--- src/rtl/fifo_sync_param.sv ---
// fifo_sync_param -- single-clock parameterised FIFO with registered read data.
//
// Parameters
//   WIDTH       data bits per entry
//   DEPTH       number of entries (power of two, 2..256)
//   AFULL_LVL   almost_full asserts when count >= AFULL_LVL
//   AEMPTY_LVL  almost_empty asserts when count <= AEMPTY_LVL
//
// Ports
//   clk           in   rising-edge clock (sole clock domain)
//   reset         in   synchronous active-high reset (highest priority)
//   clear         in   synchronous flush of pointers, count and sticky flags
//   push          in   write request, wr_data captured when accepted
//   wr_data       in   write data
//   pop           in   read request
//   rd_data       out  read data, registered, valid the cycle after an accepted pop
//   rd_valid      out  rd_data carries a freshly popped word this cycle
//   full/empty    out  count==DEPTH / count==0
//   almost_full   out  count>=AFULL_LVL
//   almost_empty  out  count<=AEMPTY_LVL
//   count         out  current occupancy
//   overflow      out  sticky: a push was dropped because the FIFO was full
//   underflow     out  sticky: a pop was rejected because the FIFO was empty
//
// Optional feature: define FIFO_SYNC_PARAM_BIST_EN to add a direct array
// access port (bist_en, bist_we, bist_addr, bist_wr_data, bist_rd_data).
// While bist_en=1 the FIFO state is frozen and rd_valid is held low.

module fifo_sync_param #(
  parameter int WIDTH      = 64,
  parameter int DEPTH      = 8,
  parameter int AFULL_LVL  = DEPTH - 1,
  parameter int AEMPTY_LVL = 1
) (
  input  logic                       clk,
  input  logic                       reset,
  input  logic                       clear,
  input  logic                       push,
  input  logic [WIDTH-1:0]           wr_data,
  input  logic                       pop,
  output logic [WIDTH-1:0]           rd_data,
  output logic                       rd_valid,
  output logic                       full,
  output logic                       empty,
  output logic                       almost_full,
  output logic                       almost_empty,
  output logic [$clog2(DEPTH):0]     count,
  output logic                       overflow,
  output logic                       underflow
`ifdef FIFO_SYNC_PARAM_BIST_EN
  ,
  input  logic                       bist_en,
  input  logic                       bist_we,
  input  logic [$clog2(DEPTH)-1:0]   bist_addr,
  input  logic [WIDTH-1:0]           bist_wr_data,
  output logic [WIDTH-1:0]           bist_rd_data
`endif
);

  localparam int AW = $clog2(DEPTH);
  localparam int CW = AW + 1;

  localparam logic [CW-1:0] C_DEPTH  = CW'(DEPTH);
  localparam logic [CW-1:0] C_AFULL  = CW'(AFULL_LVL);
  localparam logic [CW-1:0] C_AEMPTY = CW'(AEMPTY_LVL);

  // Storage: never reset, written by push (or BIST), read into a register.
  logic [WIDTH-1:0] r_mem [DEPTH];

  logic [AW-1:0]    r_wr_ptr;
  logic [AW-1:0]    r_rd_ptr;
  logic [CW-1:0]    r_count;
  logic [WIDTH-1:0] r_rd_data;
  logic             r_rd_valid;
  logic             r_overflow;
  logic             r_underflow;

  logic             w_full;
  logic             w_empty;
  logic             w_bist_active;
  logic             w_fifo_op;
  logic             w_pop_ok;
  logic             w_push_ok;
  logic [CW-1:0]    w_count_next;

`ifdef FIFO_SYNC_PARAM_BIST_EN
  assign w_bist_active = bist_en;
`else
  assign w_bist_active = 1'b0;
`endif

  assign w_full  = (r_count == C_DEPTH);
  assign w_empty = (r_count == '0);

  // Push/pop are only considered in a cycle with no reset, clear or BIST.
  assign w_fifo_op = !reset && !clear && !w_bist_active;
  assign w_pop_ok  = w_fifo_op && pop && !w_empty;
  // A full FIFO still accepts a push when a pop frees a slot in the same cycle.
  assign w_push_ok = w_fifo_op && push && (!w_full || w_pop_ok);

  always_comb begin
    w_count_next = r_count;
    if (w_push_ok && !w_pop_ok) begin
      w_count_next = r_count + 1'b1;
    end else if (w_pop_ok && !w_push_ok) begin
      w_count_next = r_count - 1'b1;
    end
  end

  // Control state: pointers, count, read register and sticky flags.
  always_ff @(posedge clk) begin
    if (reset) begin
      r_wr_ptr    <= '0;
      r_rd_ptr    <= '0;
      r_count     <= '0;
      r_rd_data   <= '0;
      r_rd_valid  <= 1'b0;
      r_overflow  <= 1'b0;
      r_underflow <= 1'b0;
    end else if (w_bist_active) begin
      // Everything frozen except rd_valid, which must not advertise stale data.
      r_rd_valid <= 1'b0;
    end else if (clear) begin
      r_wr_ptr    <= '0;
      r_rd_ptr    <= '0;
      r_count     <= '0;
      r_rd_valid  <= 1'b0;
      r_overflow  <= 1'b0;
      r_underflow <= 1'b0;
    end else begin
      r_rd_valid <= w_pop_ok;
      r_count    <= w_count_next;
      if (w_push_ok) begin
        r_wr_ptr <= r_wr_ptr + 1'b1;
      end
      if (w_pop_ok) begin
        r_rd_ptr  <= r_rd_ptr + 1'b1;
        r_rd_data <= r_mem[r_rd_ptr];
      end
      if (push && w_full && !pop) begin
        r_overflow <= 1'b1;
      end
      if (pop && w_empty) begin
        r_underflow <= 1'b1;
      end
    end
  end

  // Array write port. When full with push+pop, the write lands on the slot
  // being read this same edge; the read register captures the old word.
  always_ff @(posedge clk) begin
`ifdef FIFO_SYNC_PARAM_BIST_EN
    if (bist_en) begin
      if (bist_we) begin
        r_mem[bist_addr] <= bist_wr_data;
      end
    end else
`endif
    if (w_push_ok) begin
      r_mem[r_wr_ptr] <= wr_data;
    end
  end

`ifdef FIFO_SYNC_PARAM_BIST_EN
  logic [WIDTH-1:0] r_bist_rd_data;

  always_ff @(posedge clk) begin
    r_bist_rd_data <= r_mem[bist_addr];
  end

  assign bist_rd_data = r_bist_rd_data;
`endif

  assign rd_data      = r_rd_data;
  assign rd_valid     = r_rd_valid;
  assign count        = r_count;
  assign overflow     = r_overflow;
  assign underflow    = r_underflow;
  assign full         = w_full;
  assign empty        = w_empty;
  assign almost_full  = (r_count >= C_AFULL);
  assign almost_empty = (r_count <= C_AEMPTY);

endmodule

--- config.mk ---
export PLATFORM = sky130hd
export DESIGN_NAME = fifo_sync_param
export DESIGN_NICKNAME = d
export VERILOG_FILES = /design/src/rtl/fifo_sync_param.sv
export SDC_FILE = /design/constraint.sdc
export NUM_CORES = 1
export LEC_CHECK = 0
export ABC_AREA = 1
export ABC_CLOCK_PERIOD_IN_PS = 5700
export CELL_PAD_IN_SITES_DETAIL_PLACEMENT = 0
export CELL_PAD_IN_SITES_GLOBAL_PLACEMENT = 2
export CORE_UTILIZATION = 39
export DETAILED_ROUTE_END_ITERATION = 12
export GPL_ROUTABILITY_DRIVEN = 0
export PLACE_DENSITY = 0.86
export SLEW_MARGIN = 20
export SYNTH_ARGS = -nofsm -noshare
export SYNTH_HDL_FRONTEND = slang
export SYNTH_SLANG_ARGS = --single-unit
--- constraint.sdc ---
create_clock -name clk -period 5.7 [get_ports clk]
set_input_delay 0.855 -clock clk [delete_from_list [all_inputs] [get_ports clk]]
set_output_delay 0.855 -clock clk [all_outputs]
set_load 0.02 [all_outputs]
# --- Yosys cells after proc, flatten, opt, wreduce, memory -nomap -nowiden ---
# Memories as Yosys holds them, arrays and structs flattened. A register that Yosys moved wholly into a read port is not among the register bits.
# Cells that the tools add are included.
# W data, S select, Z words.
word_totals:
  inputBits: 69
  output_inout_bits: 75
  ff_bits: 13
  wordCells: 41
  ramBits: 512
  memories: 1
classes:
  bitwise_logic: 1
  n_eq_ne: 1
  addsub: 4
  muxes: 4
  reduce_logical: 22
  magnitude_cmp: 2
mem_list:
  columns: ["memory", "words", "width", "read_ports", "rd_ports_with_merged_regs", "write_ports", "line", "source"]
  rows:
  - ["r_mem", 8, 64, 1, 1, 1, "68", "logic [WIDTH-1:0] r_mem [DEPTH];"]
ops:
  columns: ["op", "n"]
  rows:
  - ["$logic_and A1 B1 Y1", 10]
  - ["$mux W4", 2]
  - ["$logic_not A1 Y1", 7]
  - ["$add A3 B1 Y3 const B", 2]
  - ["$add A4 B1 Y4 const B", 1]
  - ["$eq A4 B4 Y1 const B", 1]
  - ["$ge A4 B3 Y1 const B", 1]
  - ["$le A4 B1 Y1 const B", 1]
  - ["$logic_not A4 Y1", 1]
  - ["$sub A4 B1 Y4 const B", 1]
  - ["$mux W1", 2]
  - ["$reduce_and A2 Y1", 1]
  - ["$reduce_bool A2 Y1", 1]
  - ["$reduce_or A2 Y1", 1]
  - ["$logic_or A1 B1 Y1", 1]
  - ["$not A1 Y1", 1]

# --- Logic depth before layout (Yosys ltp) ---
depth:
  depth_word: 10
  mapped_depth: 14
  mapped_depth_nobuf: 14

# --- Worst setup path before layout ---
# OpenSTA, ideal clock, no wires.
synth_timing:
  kind: "in2reg"
  startpoint: "in clear"
  endpoint: "mem r_mem[0][0], enable pin"
  setup_time_ns: 0.486
  stages: 7
  setup_slack_ns: 1.099
  required_ns: 5.214
  n_path_buf: 0
  t_arrival_ns: 4.115
  cell_sequence: "inv_1 > nand2_2 > nor2_1 > nand2_1 > inv_1 > nand2_1 > nor2_1"
synth_between:
  elab_chain_cells: 8
  elab_cells_between_ends: 9
  classes_between: "mux: 2; reduce/logical: 7"
synth_lines:
  columns: ["element", "line", "source"]
  rows:
  - ["from (decl)", "37", "input logic clear,"]
  - ["$logic_not A1 Y1 (*)", "96", "assign w_fifo_op = !reset && !clear && !w_bist_active;"]
  - ["$logic_and A1 B1 Y1 (*)", "96", null]
  - ["$logic_and A1 B1 Y1 (2 in series)", "97", "assign w_pop_ok = w_fifo_op && pop && !w_empty;"]
  - ["$logic_or A1 B1 Y1", "99", "assign w_push_ok = w_fifo_op && push && (!w_full || w_pop_ok);"]
  - ["$logic_and A1 B1 Y1 (*)", "99", null]
  - ["via w_push_ok", "83", "logic w_push_ok;"]
  - ["$mux W1 (*)", "159", "if (w_push_ok) begin"]
  - ["$mux W1 (not written as such) (*)", "160", "r_mem[r_wr_ptr] <= wr_data;"]
  - ["to (decl)", "68", null]
# Mark *: on every way through the listed nets, which the timed path passes. The rest lies on a longest branch.

# --- Worst setup path after layout ---
layout_timing:
  startpoint: "in reset"
  endpoint: "mem r_mem[0][27], enable pin"
layout_between:
  elab_chain_cells: 8
  elab_cells_between_ends: 9
  classes_between: "mux: 2; reduce/logical: 7"
layout_lines:
  columns: ["element", "line", "source"]
  rows:
  - ["from (decl)", "36", "input logic reset,"]
  - ["$logic_not A1 Y1 (*)", "96", null]
  - ["$logic_and A1 B1 Y1 (*)", "96", null]
  - ["$logic_and A1 B1 Y1 (2 in series)", "97", null]
  - ["$logic_or A1 B1 Y1", "99", null]
  - ["$logic_and A1 B1 Y1 (*)", "99", null]
  - ["via w_push_ok", "83", null]
  - ["$mux W1 (*)", "159", null]
  - ["$mux W1 (not written as such) (*)", "160", null]
# Marked as above.

==> metrics.md <==
| Metric | Value |
|---|---|
| Run status | complete, no violations |
| Crit path launch type | input port |
| Sw power | 1.82 mW |
| Tcrit/Tclk final | 56.9% |
| Resized Gates After CTS | 0 |
| Drt drc | 0 |
| CP Data Arrival Time | 3490 ps |
| Fmax | 0.309 GHz |
| Synth Flop Type | edfxtp_1 |
| Hold_ws | 493 ps |
| Vias | 16,267 |
| Worst setup EP type | flop |
| Die H | 256 um |
| Clock Skew | 22.9 ps |
| Total internal power | 7.10 mW |
| Initial antenna violation count | 7 |
| Reg2Reg Setup Slack | 2500 ps |
| Min Tclk post-route | 3240 ps |
| Die area | 65,500 sq um |
| Pins Over Slew Limit | 0 |
| Peak supply drop | 0.000223 V |
| Number of global-route vias before repair | 15,924 |
| Sequential area share after synthesis | 67.3% |
| Synth warn | 0 |
| Nets | 2,718 |
| Hold Path Sink | overflow |
| Reg-to-Reg Start | count[0] |
| Clk buf depth | 3 |
| Post-synth EDFFs | 512 |
| Clk Latency, worst-skew pair | 630 ps |
| RSZ-0062 raised after global routing | no |
| Comb power frac | 3.1% |
| ANT nets after route | 0 |
| # port buffers | 143 |
| Post-DR wirelength/cell | 16.3 um |
| Seq pwr share | 52.9% |
| Ports | 144 |
| Syn-to-layout area delta | 16.5% |
| Syn avg cell area | 9.94 sq um |
| Pwr per Cell Area | 305 nW/um^2 |
| Starting DRT DRC Count | 1,043 |
| GRT overflow | 0 |
| Clock power frac | 44.0% |
| Sw Share | 20.4% |
| Hold Crit Class | reg2reg |
| Worst hold path startpoint | overflow |
| CTS sink count | 589 |
| Reg2Reg Depth | 10 |
| Setup CP Type | in2reg |
| Flops & latches, synth | 589 |
| Postcts setup bufs | 0 |
| CTS Buf Count | 61 |
| Critical path peak fanout | 30 |
| Netlist Area Pre-Place | 25,100 sq um |
| Slew at the pin closest to its max-slew limit | 1050 ps |
| Root Driver | clkbuf_16 |
| Fin. Hold Viols | 0 |
| Cell count after synthesis | 2,529 |
| First-pass GRT wire length | 90.5 mm |
| Share of post-route cells with drive strength above 1 | 5.20% |
| CP required | 5940 ps |
| Final setup viols | 0 |
| Vias per cell | 4.59 |
| Static Leakage | 12.7 nW |
| Max-cap viol count | 0 |
| DRT Wirelength | 57.6 mm |
| Filler Cell Count | 5,733 |
| R2r endpoint | r_mem[0][27] |
| Syn nets | 2,605 |
| Largest net degree at the start of global routing | 132 |
| Hold buffer count at cts | 0 |
| Hold depth | 2 |
| Core box area | 63,400 sq um |
| Overall global routing resource usage | 17.7% |
| Die width | 256 um |
| Row cnt | 92 |
| Synth async-reset ratio | 0% |
| Final HPWL DP | 30.8 mm |
| Worst slew margin | 30.3% |
| Setup TNS | 0 ps |
| TritonRoute pass-1 iters | 5 |
| Post-synthesis cell type count | 27 |
| Clk slew on worst S/H paths | 60 ps |
| CTS tree | built |
| Initial Util | 39.6% |
| H-tree depth | 2 |
power groups by stage:
stage                     Combinational, mW  Sequential, mW  Clock (mW)
after floorplan                       0.106            4.83           0
after global routing                  0.303            4.72        4.20
after detailed placement              0.277            4.81           0
final                                 0.274            4.72        3.92
after CTS                             0.278            4.72        4.02
after global placement                0.270            4.81           0
routing by layer:
metal / share of wire [%] / GRT usage, %
met5: 0.13 / 0
met1: 46 / 23.8
met3: 4.6 / 3.50
met4: 1.9 / 4.59
met2: 47 / 29.2
worst max-delay path by stage:
stage | end | cells past startpoint | slack (ps) | from
6_report | r_mem[0][27] | 9 | 2460 | reset
5_1_grt | rd_data[15] | 8 | 2230 | reset
4_1_cts | rd_data[24] | 8 | 2450 | reset
3_5_place_dp | rd_data[24] | 8 | 1780 | reset
3_3_place_gp | rd_data[28] | 8 | 1880 | reset
2_1_floorplan | r_mem[0][0] | 7 | 1100 | clear
Yosys cell counts (2+ instances only):
cell type | instances | area share [%]
buf_6 | 17 | 0.76
a21oi_2 | 3 | 0.10
clkbuf_1 | 22 | 0.33
xor2_1 | 2 | 0.070
buf_2 | 61 | 1.2
nor2_1 | 16 | 0.24
inv_1 | 591 | 8.8
ha_1 | 7 | 0.35
inv_2 | 5 | 0.075
edfxtp_1 | 512 | 61
buf_1 | 10 | 0.15
nand2_1 | 724 | 11
buf_4 | 9 | 0.27
a21oi_1 | 70 | 1.4
dfxtp_1 | 77 | 6.1
nand3_1 | 386 | 7.7
o21ai_0 | 7 | 0.14
flip-flops by register name (all words and copies together), names as in the netlist:
name       count
count          4
overflow       1
r_mem        512
r_rd_ptr       3
r_wr_ptr       3
rd_data       64
rd_valid       1
underflow      1
through the flow:
stage               area [sq um]  util [%]  power [mW]  cells  setup WS [ps]
floorplan                  25100         -        4.94   2529           1100
global placement           27200      42.9        5.09   3423           1880
detailed placement         27300      43.0        5.09   3424           1780
CTS                        29200      46.1        9.02   3539           2450
global route               29300      46.2        9.22   3542           2230
finish                     29300      46.2        8.92   3543           2460
cell type report:
type                    count  area (sq um)  area share (%)
flip-flops and latches    589         16900            57.8
multi-input cells        1224          5360            18.3
inverters                 597          2250            7.68
clock buffers              82          1720            5.87
repair buffers            169          1700            5.80
well taps                 846          1060            3.61
clock inverters            33           264           0.902
diodes                      3          7.51          0.0256
cells by family after synthesis:
kind of cell | after synthesis | share of synthesized area [%]
simple gates | 1131 | 18.9
buf+inv | 716 | 11.6
flops | 589 | 67.3
compound gates | 83 | 1.72
fa+ha+maj | 7 | 0.348
xor+xnor | 3 | 0.105
critical path, stage by stage:
cell and delay, ps:
clkdlybuf4s50_1 420, inv_2 70, nand2_2 170, nor2_1 180
nand2_1 130, inv_1 120, nand2_1 250, nor2_4 660
buf_4 550
layout by cell type, fill, tap and decap left out, types with 14 or more instances in the layout:
cell             netlist  routed
clkinv_1               0      14
inv_1                591     590
nand3_1              386     386
buf_4                  9      20
nand2_1              724     724
a21oi_1               70      70
clkbuf_16              0      63
dfxtp_1               77      74
clkdlybuf4s50_1        0     143
edfxtp_1             512     512
Power figures use the tool's default switching activity.
